`src/rtl/seq_signed_multiplier.sv`:
```
// Sequential radix-2 Booth multiplier for signed or unsigned N-bit operands.
// One add/subtract/skip step per RUN cycle; result is held on m until the next operation finishes.
module seq_signed_multiplier #(
   parameter int N = 8
) (
   input  logic           clk,
   input  logic           rst_n,
   input  logic           start,
   input  logic           is_signed,
   input  logic [N-1:0]   x,
   input  logic [N-1:0]   y,
   output logic           busy,
   output logic           done,
   output logic [2*N-1:0] m
);

   localparam int CW = $clog2(N + 1);

   typedef enum logic [1:0] {IDLE, RUN, DONE} state_t;

   state_t              state, state_nxt;
   logic [CW-1:0]       step;
   logic signed [N+1:0] mcand;
   logic signed [N+1:0] acc_a;
   logic signed [N+1:0] a_sum;
   logic [N:0]          acc_q;
   logic                q_m1;
   logic                accept;
   logic                last_step;
   logic [2*N+2:0]      shifted;

   assign accept    = start && ((state == IDLE) || (state == DONE));
   assign last_step = (step == CW'(N));

   always_ff @(posedge clk or negedge rst_n) begin
      if (!rst_n) state <= IDLE;
      else        state <= state_nxt;
   end

   always_comb begin
      state_nxt = state;
      busy      = 1'b0;
      done      = 1'b0;
      case (state)
         IDLE: if (start) state_nxt = RUN;
         RUN: begin
            busy = 1'b1;
            if (last_step) state_nxt = DONE;
         end
         DONE: begin
            done      = 1'b1;
            state_nxt = start ? RUN : IDLE;
         end
         default: state_nxt = IDLE;
      endcase
   end

   // Booth pair {q0, q-1}: 01 adds the multiplicand, 10 subtracts it, 00/11 skip.
   always_comb begin
      a_sum = acc_a;
      case ({acc_q[0], q_m1})
         2'b01:   a_sum = acc_a + mcand;
         2'b10:   a_sum = acc_a - mcand;
         default: a_sum = acc_a;
      endcase
   end

   // Arithmetic right shift of {A, Q}; the sign bit of A is replicated.
   assign shifted = {a_sum[N+1], a_sum, acc_q[N:1]};

   always_ff @(posedge clk or negedge rst_n) begin
      if (!rst_n) begin
         mcand <= '0;
         acc_a <= '0;
         acc_q <= '0;
         q_m1  <= 1'b0;
         step  <= '0;
         m     <= '0;
      end else if (accept) begin
         mcand <= is_signed ? {{2{x[N-1]}}, x} : {2'b00, x};
         acc_a <= '0;
         acc_q <= {is_signed & y[N-1], y};
         q_m1  <= 1'b0;
         step  <= '0;
      end else if (state == RUN) begin
         acc_a <= shifted[2*N+2:N+1];
         acc_q <= shifted[N:0];
         q_m1  <= acc_q[0];
         step  <= step + 1'b1;
         if (last_step) m <= shifted[2*N-1:0];
      end
   end

endmodule

```
`config.mk`:
```
export PLATFORM = sky130hd
export DESIGN_NAME = seq_signed_multiplier
export DESIGN_NICKNAME = d
export VERILOG_FILES = /design/src/rtl/seq_signed_multiplier.sv
export SDC_FILE = /design/constraint.sdc
export NUM_CORES = 1
export LEC_CHECK = 0
export ABC_AREA = 0
export CAP_MARGIN = 25
export CORE_ASPECT_RATIO = 2
export CORE_UTILIZATION = 45
export CTS_CLUSTER_DIAMETER = 120
export CTS_CLUSTER_SIZE = 28
export DETAILED_ROUTE_END_ITERATION = 10
export GPL_ROUTABILITY_DRIVEN = 1
export GPL_TIMING_DRIVEN = 0
export PLACE_DENSITY = 0.74
export SLEW_MARGIN = 15
export SYNTH_ARGS = -nofsm -noshare
export SYNTH_HDL_FRONTEND = slang
export SYNTH_SLANG_ARGS = --single-unit
```
`constraint.sdc`:
```
create_clock -name clk -period 2.9 [get_ports clk]
set_input_delay 0.58 -clock clk [delete_from_list [all_inputs] [get_ports clk]]
set_output_delay 0.58 -clock clk [all_outputs]
set_load 0.01 [all_outputs]
```
==> results <==
- The worst clock skew on the final layout is 0.00544 ns.
- The distinct cell type count of the synthesized netlist is 46.
- The final estimated routing congestion in global placement is 0.844.
- The cell area after layout is 3280 um2.
- The type of origin of the critical path is a flop.
- The number of antenna repair diodes is 0.
- The area of the multi-input gates is 1340 um2.
- The detailed router placed 2221 vias in this run.
- The overall routing resource usage is 22.9%.
- Hold timing on the final database bottoms out at a slack of 0.217 ns.
- The area added between synthesis and finish is 22.9%.
- Summing every instance area after synthesis gives 2670 um2.
- The worst endpoint required time is 3.05 ns.
- The clock passes through at most 2 buffers.
- The total area inside the core boundary comes to 5710 um2.
- The starting density of the core is 46.8%.
- The H-tree level count is 2.
- Setup violations remaining at the end of the flow were counted as 0.
- At the pin with the least slew margin, the transition time is 0.570 ns.
- The clock period could shrink to 2.76 ns.
- The share of layout cells above drive strength 1 is 7.74%.
- Summing the sequential cell areas from Yosys gives 46.9% of the chip area.
- The first global-routing pass estimated 10900 um of wire.
- Max-cap violations in this run came to 0.
- The standby leakage power is 1.53 nW.
- For this run, the top clock speed supported by timing is 363 MHz.
- The count of boundary I/O pins is 38.
- The count of nets left with antenna violations once routing finished came out at 0.
- The share of async-settable or async-resettable flops after synthesis is 100%.
- The number of inserted filler cells in the final layout is 516.
- The number of CTS-inserted buffers is 5.
- The final wirelength is 6570 um.
- The die boundary width is 56.5 um.
- Synthesis produced a netlist whose cell count is 291.
- The area fraction of the dominant cell type after synthesis is 46.9%.
- The number of nets in the finished design is 370.
- Measured against its own limit, the worst slew margin works out to 62.0%.
- The final number of hold-violating endpoints is 0.
- The worst min-delay path class is in -> async.
- The classification of the worst setup path is reg -> reg.
- The die footprint is 6260 um2.
- Across the VDD grid, the largest voltage drop is 0.944 mV.
- In the final layout, flip-flops and latches occupy 1250 um2.
- The number of DRC markers after the initial detailed-route iteration is 51.
- In the layout the commonest cells are 87 x sky130_fd_sc_hd__nand2_1, 49 x sky130_fd_sc_hd__dfrtp_1, 36 x sky130_fd_sc_hd__clkdlybuf4s50_1, 13 x sky130_fd_sc_hd__nor2_1, 13 x sky130_fd_sc_hd__ha_1.
- The number of warnings printed during yosys synthesis is 0.
- Cells fill 57.5% of the core in the end.
- Post-CTS timing repair inserted 0 buffers for setup.
- From bottom edge to top edge, the die measures 111 um.
- Clock tree synthesis selected as its root buffer the cell sky130_fd_sc_hd__clkbuf_16.
- Along the worst path, the maximum fanout reaches 10.
- In the routed design, unresolved DRC markers number 0.
- The count of clock tree sinks is 50.
- Summing internal, switching and leakage power gives 0.00494 W.
- The run finished with clean final reports.
- The placed cell count is 390.
- TritonCTS built the clock tree.
- The via count of the first global-routing pass is 2329.
- The most used flip-flop cell after synthesis is sky130_fd_sc_hd__dfrtp_1.
- The most common cell after layout, fill and taps aside is sky130_fd_sc_hd__nand2_1.
- Summed over all instances, the cell type with the most area after synthesis is sky130_fd_sc_hd__dfrtp_1.
- The number of port buffers is 37.
- The standard-cell row count is 39.
- The kind of end point of the critical path is a flop.
- The post-place instance area is 3130 um2.
- Entering global routing, the biggest net connects 35 pins.
- The number of flops mapped to enable cells by yosys is 0.
- After global routing the overflow that remains totals 0.
- For this design the ratio of total power to cell area is 1500 nW/um2.
- After synthesis the netlist holds a flip-flop and latch count of 50.
- The period utilization is 95.1%.
- For the worst-skew pair, the clock arrives at the later sink with an insertion delay of 0.29 ns.
- Before antenna repair, the detailed router went through 4 iterations.
- The finished layout holds 397 standard cells, fillers aside.
- Using the TritonRoute via totals, the vias-per-cell ratio works out to 5.59.
- Dividing the detail-routed wire length by the instance count gives 16.5 um.
- The post-synthesis net count is 325.
- The number of antenna violations at the first check in global routing came to 0.
- After legalization and detailed placement, the total HPWL measured 4960 um.
- Data on the critical path arrives at its endpoint at 2.91 ns.
- The total count of max-transition violations in the final report was 0.
- Yosys attributes the largest share of cell area to sky130_fd_sc_hd__dfrtp_1 47%, sky130_fd_sc_hd__nand2_1 12%, sky130_fd_sc_hd__ha_1 6.1%.
- The clock transition at the registers of the reported paths is 0.07 ns.
- Averaged over all synthesized cells, the footprint is 9.18 um2.
[metrics by stage]
stage / TNS [ns] / setup WS [ns]
6_report: 0 / 0.142
5_1_grt: -0.0511 / -0.0417
4_1_cts: 0 / 0.0454
3_5_place_dp: 0 / 0.0684
3_3_place_gp: -11.45 / -0.234
2_1_floorplan: 0 / 0.382
[path summary, 6_finish.rpt]
kind / end / from / slack (ns) / cells past startpoint
min: m[11] / rst_n / 0.22 / 1
max in group asynchronous: mcand[0] / rst_n / 2.14 / 2
max reg2reg: acc_a[6] / q_m1 / 0.14 / 12
min reg2reg: m[15] / m[15] / 0.48 / 2
max: acc_a[6] / q_m1 / 0.14 / 12
min in group clk: m[15] / m[15] / 0.48 / 2
[layer usage]
layer  global-route usage, %  share of wire, %  vias up
li1                        -                 -     1077
met1                    24.3                37     1073
met2                    39.9                54       47
met3                    3.85               2.5       24
met4                    15.4               6.0        0
met5                       0                 0        -
[cell usage after synthesis (2+ instances only)]
library cell               count
sky130_fd_sc_hd__nor2b_1       3
sky130_fd_sc_hd__o21ai_1      10
sky130_fd_sc_hd__inv_1        11
sky130_fd_sc_hd__o211ai_1      2
sky130_fd_sc_hd__mux2i_1       2
sky130_fd_sc_hd__a21oi_2       4
sky130_fd_sc_hd__nand2b_1      4
sky130_fd_sc_hd__a31oi_1       5
sky130_fd_sc_hd__ha_1         13
sky130_fd_sc_hd__o311ai_1      2
sky130_fd_sc_hd__nor3_1        2
sky130_fd_sc_hd__a22oi_1       5
sky130_fd_sc_hd__clkbuf_1      8
sky130_fd_sc_hd__or3_1         3
sky130_fd_sc_hd__a21oi_1       7
sky130_fd_sc_hd__o31ai_1       3
sky130_fd_sc_hd__o21a_1        2
sky130_fd_sc_hd__o21ai_0       2
sky130_fd_sc_hd__xor2_1        3
sky130_fd_sc_hd__buf_2         3
sky130_fd_sc_hd__nand2_1      87
sky130_fd_sc_hd__a22o_1        7
sky130_fd_sc_hd__nor2_1       13
sky130_fd_sc_hd__xnor2_1      12
sky130_fd_sc_hd__nand3_1       6
sky130_fd_sc_hd__dfrtp_1      50
sky130_fd_sc_hd__a21o_1        2
sky130_fd_sc_hd__inv_2         2
[worst max-delay path, stage by stage, from the launching register on]
cell and delay, ns:
sky130_fd_sc_hd__dfrtp_1 0.38, sky130_fd_sc_hd__inv_1 0.05, sky130_fd_sc_hd__ha_1 0.13, sky130_fd_sc_hd__buf_2 0.21, sky130_fd_sc_hd__nor2_1 0.09, sky130_fd_sc_hd__xnor2_1 0.29, sky130_fd_sc_hd__ha_1 0.35, sky130_fd_sc_hd__a21o_1 0.22
sky130_fd_sc_hd__a21oi_2 0.20, sky130_fd_sc_hd__a21oi_2 0.10, sky130_fd_sc_hd__or3_1 0.33, sky130_fd_sc_hd__a21oi_2 0.16, sky130_fd_sc_hd__o31ai_1 0.10
[kinds of logic after synthesis]
kind of cell	after synthesis	share of synthesized area, %
and+or+nand+nor	125	20.7
AOI/OAI and AO/OA	58	15.4
muxes	4	1.59
adders and majority gates	14	6.84
xor gates and xnor gates	15	4.92
buffers and inverters	25	3.65
DFF	50	46.9
[what timing repair did]
action / 4_1_cts / 5_1_grt
hold buffers: 0 / 0
setup endpoints to repair: 0 / 5
resized for setup: 0 / 4
[power breakdown]
group | switching (W) | total, W | internal, W
sequential | 0.000304 | 0.00134 | 0.00104
combinational | 0.00165 | 0.00303 | 0.00139
clock | 0.000245 | 0.000561 | 0.000316
[cell type report]
type | count | share of cell area (%)
clock buffers | 7 | 4.04
flip-flops and latches | 50 | 38.2
plain buffers | 12 | 1.49
well taps | 61 | 2.33
multi-input cells | 216 | 40.8
repair buffers | 38 | 11.7
inverters | 13 | 1.49
[registers in the layout (all words and copies together), names as in the netlist]
register,count
m,16
acc_a,9
acc_q,9
mcand,9
step,4
state,2
q_m1,1
Power figures use the tool's default switching activity.
==> patch 1: new RTL, config.mk and constraints unchanged <==
The 3 states of `state_t` get a one-hot encoding in 3 bits.
--- a/src/rtl/seq_signed_multiplier.sv
+++ b/src/rtl/seq_signed_multiplier.sv
@@ -16,7 +16,7 @@
 
    localparam int CW = $clog2(N + 1);
 
-   typedef enum logic [1:0] {IDLE, RUN, DONE} state_t;
+   typedef enum logic [2:0] {IDLE = 3'b001, RUN = 3'b010, DONE = 3'b100} state_t;
 
    state_t              state, state_nxt;
    logic [CW-1:0]       step;
Check against the original RTL: no difference found for any inputs over 10 cycles, from zero or initial values and one cycle with rst_n low; not proved beyond that.
==> patch 1 against the original RTL <==
- the run now ends with design-rule violations left
- die area is 2.4% higher
- critical path depth fell by 1
- clock power grew 7.1%
- final cell count decreased by 1.0%
- cell area rose by 2.0%
- sequential cell count is 1 higher
- wire length fell by 6.1%
- clock skew hardly changed
- synthesized area up 2.5%
- sequential power down 11%
- setup slack gained 0.074 ns
- utilization rose by 0.15 points
- power fell by 18%
- critical path type unchanged
- largest cell class unchanged
- highest routed layer unchanged
==> patch 1: results (changes against the original RTL) <==
[outcome]
status = finished with violations
failed_checks = design-rule violations

[placed_design]
gp_congestion = 0.866  ; +2.7%
place_area_sq_mm = 0.00320  ; +2.1%
hpwl_microns = 4660  ; -6.1%

[route]
drc = 2  ; +2
via_per_inst = 5.53  ; -1.2%
met3WireLength_microns = 212  ; +29%
drt_iter0_markers = 46  ; -9.8%
wire_per_inst_microns = 15.7  ; -5.1%
drtPass1Iterations = 10  ; +6

[cells_and_area]
fin_nets = 365  ; -1.4%
fill_cells = 511  ; -0.97%
final_cells = 393  ; -1.0%
layout-drive-gt1-share_pct = 7.53  ; -0.21 points

[synthesis]
synthTopCellsByCount = dfrtp_1 (50), nand2_1 (50), nor2_1 (27)
avgSynthCellArea_sq_um = 9.57  ; +4.3%
synth_seq_area_share_pct = 46.7  ; -0.18 points
synth_nets = 320  ; -1.5%
synth.area.top_cells = dfrtp_1 (46%), nand2_1 (6.9%), ha_1 (5.9%), nor2_1 (3.7%), xnor2_1 (3.5%)

[grt]
grt_start_max_net_pins = 33  ; -5.7%
grt_use_met3_pct = 3.57  ; -0.28 points
grt_pass1_wl_microns = 10400  ; -4.6%
use_met2_pct = 38.0  ; -1.9 points

[pwr]
vdd_drop_max_mv = 0.607  ; -36%
p_leak_nw = 1.53  ; about the same
p_per_area_mw_per_mm2 = 1210  ; -20%

[timing]
worst_pin_slew_ns = 0.549  ; -0.0211 ns

[worst_setup_path]
slowest_delay_ns = 0.41  ; +0.03 ns
crit_slowest_cell = fa_1

[patch 1: cell count changes after synthesis, moves of 6 or more]
| cell | delta |
|---|---|
| a21oi_1 | +9 |
| nand2_1 | -37 |
| a22o_1 | -6 |
| o21ai_0 | +8 |
| nor2_1 | +14 |
[patch 1: area by class of cell]
type	count	area share (%)
buffer	12	1.61
clock inverter	3	0.710
sequential	51	38.2
timing repair buffer	38	11.5
inverter	13	1.46
multi-input combinational	210	40.5
clock buffer	5	3.74
tap	61	2.28
[patch 1: report_power, final]
| group | switching [mW] | internal (mW) | total (mW) |
|---|---|---|---|
| sequential | 0.230 | 0.960 | 1.19 |
| clock | 0.277 | 0.324 | 0.601 |
| combinational | 1.24 | 1.01 | 2.25 |
[patch 1: cell families (layout without fill, tap and decap cells)]
logic type,count (synthesis),count (layout),share of synthesized area (%)
compound gates,61,61,13.7
xor+xnor,16,16,5.40
fa+ha+maj,14,14,6.68
buf+inv,25,71,3.75
flops,51,51,46.7
mux,17,17,6.72
simple gates,102,102,17.1
[patch 1: path summary, 6_finish.rpt]
| check | endpoint | slack (ns) | cells after the start |
|---|---|---|---|
| worst max-delay path | acc_a[7] | 0.22 | 11 |
| worst min-delay path | state[1] | 0.22 | 1 |
| worst max register to register | acc_a[7] | 0.22 | 11 |
| worst min register to register | m[3] | 0.48 | 1 |
| max in group asynchronous | mcand[1] | 2.14 | 2 |
| min in group clk | m[3] | 0.48 | 1 |
[patch 1: worst register-to-register path: stages, from the launching register on]
cell      delay (ns)
dfrtp_1         0.36
inv_1           0.07
ha_1            0.17
buf_6           0.14
mux2_2          0.36
fa_1            0.41
nor2b_1         0.21
o31a_1          0.21
o211ai_1        0.13
and3b_1         0.19
o31ai_1         0.20
a22o_1          0.16
==> patch 2: new RTL, config.mk and constraints unchanged <==
Made on the original files. Set the parameter `N` to 16 (it was 8).
--- a/src/rtl/seq_signed_multiplier.sv
+++ b/src/rtl/seq_signed_multiplier.sv
@@ -1,7 +1,7 @@
 // Sequential radix-2 Booth multiplier for signed or unsigned N-bit operands.
 // One add/subtract/skip step per RUN cycle; result is held on m until the next operation finishes.
 module seq_signed_multiplier #(
-   parameter int N = 8
+   parameter int N = 16
 ) (
    input  logic           clk,
    input  logic           rst_n,
Interface: changed (resized m, x and y); port bits go from 38 to 70. No check against the original RTL was run, so the function may have changed too.
==> patch 2 against the original RTL <==
- the flow now finishes with violations (negative setup slack)
- setup slack worse by 0.32 ns
- synthesized area grew 86%
- wire length increased by 140%
- clock skew hardly changed
- sequential cell count rose by 41
- cell area increased by 120%
- global-route usage rose by 4.9 points
- critical path type unchanged
- critical endpoint is now m[27]
- highest routed layer unchanged
Power is not shown: default switching activity piles up to over one toggle a cycle in this logic, so the estimate is an artifact.
==> patch 2: results (changes against the original RTL) <==
[route]
via_per_inst = 5.57  ; -0.46%
drt_iter0_markers = 203  ; +300%
drt_wl_total_microns = 15600  ; +140%
num_vias = 4622  ; +110%
drtPass1Iterations = 4  ; unchanged

[outcome]
status = finished with violations
failed_checks = negative setup slack

[synthesis]
yosysMostFrequentCell = nand2_1
ys_dominant_reg_cell = dfrtp_1
synthTopCellsByCount = nand2_1 (153), dfrtp_1 (91), o21ai_0 (35)
synth.area.top_cells = dfrtp_1 (46%), nand2_1 (12%), ha_1 (5.3%), xnor2_1 (3.7%), o21ai_0 (3.5%)
synth_nets = 624  ; +92%
synth_seq_area_share_pct = 45.8  ; -1.1 points
synthDistinctLibCells = 51  ; +11%
avgSynthCellArea_sq_um = 8.79  ; -4.2%
ys_async_sr_fraction_pct = 100  ; unchanged
yosysWarningCount = 0  ; unchanged

[cells_and_area]
largest_reg_flops = 32  ; +16
fill_cells = 852  ; +65%
seqCellArea_sq_mm = 0.00228  ; +82%
fin_nets = 743  ; +100%
diodes = 0  ; unchanged
layout-drive-gt1-share_pct = 22.6  ; +15 points
top_register = m

[placed_design]
place_ws_ns = -0.647  ; -0.715 ns
place_area_sq_mm = 0.00589  ; +88%
placed_cells_incl_taps = 776  ; +99%
portBuffers = 69  ; +86%
gp_congestion = 0.871  ; +3.2%
hpwl_microns = 10700  ; +120%

[clock_tree]
cts_buffers = 9  ; +4
htreeDepth = 3  ; +1
clock_path_buffers = 2  ; unchanged
clk_pin_slew_ns = 0.07  ; about the same
clock_latency_ns = 0.34  ; +0.05 ns
cts_root_buffer = clkbuf_16

[worst_setup_path]
arrival_ns = 3.29  ; +0.38 ns
reg2regPathDepth = 13  ; +1
path_class = flop to flop
crit_fanout = 5  ; -5
path_delay_family = simple AND/OR/NAND/NOR gates
rr_endpoint = m[27]
rr_startpoint = mcand[1]
crit_end = m[27]
slowest_delay_ns = 0.42  ; +0.04 ns

[grt]
grt_pass1_wl_microns = 24500  ; +120%
grt_pass1_vias = 4987  ; +110%
grt_use_total_pct = 27.8  ; +4.9 points
grt_antenna_before_repair = 0  ; unchanged
grt_start_max_net_pins = 51  ; +46%

[timing]
clock_skew_ns = 0.00542  ; -0.0000257 ns
maxSlewHeadroom_pct = 56.2  ; -5.8 points
setup_viol = 20  ; +20
worst_hold_slack_ns = 0.226  ; +0.00962 ns
fin_ws_ns = -0.177  ; -0.318 ns
finalSetupTns_ns = -2.03  ; -2.03 ns

[hold_path]
hold_path.class = input pin to async pin

[patch 2: cell types whose count changed in the layout (fill, tap and decap cells not counted), sizes merged, moves of 11 or more]
cell           change
nor2              +21
dfrtp             +41
a21oi             +13
buf               +45
a22oi             +11
clkdlybuf4s50     +32
o21ai             +25
nand2             +66
clkbuf            +15
[patch 2: cell families (layout without fill, tap and decap cells)]
logic type / after synthesis / after routing / synth area share [%]
compound gates: 117 / 117 / 15.1
fa+ha+maj: 22 / 22 / 5.68
mux: 16 / 16 / 3.37
xor+xnor: 29 / 29 / 5.10
flops: 91 / 91 / 45.8
simple gates: 245 / 245 / 21.2
buf+inv: 46 / 170 / 3.80
[patch 2: how the worst min path moves through the flow]
stage / start / end / cells past startpoint
floorplan: rst_n / acc_a[0] / 0
global placement: m[21] / m[21] / 2
detailed placement: m[10] / m[10] / 2
CTS: rst_n / acc_q[12] / 1
global route: rst_n / acc_q[12] / 1
finish: rst_n / acc_q[12] / 1
[patch 2: what timing repair did]
action,in CTS,in global routing
hold buffers,0,0
endpoints found under the setup margin,27,22
gates resized for setup,109,26
setup buffers,34,9
cloned,0,0
pin swaps,41,33
[patch 2: layout make-up]
class | count | area share (%)
clock inverters | 6 | 1.35
clock buffers | 10 | 3.21
repair buffers | 113 | 14.8
multi-input cells | 429 | 43.5
inverters | 15 | 0.790
well taps | 140 | 2.46
plain buffers | 26 | 1.81
flip-flops and latches | 91 | 32.1
[patch 2: metal layers]
metal | share of wire [%] | global-route usage (%) | vias up
met5 | 0 | 0 | -
li1 | - | - | 2165
met1 | 34 | 26.2 | 2285
met4 | 5.0 | 20.2 | 0
met2 | 57 | 54.1 | 129
met3 | 3.2 | 3.58 | 43
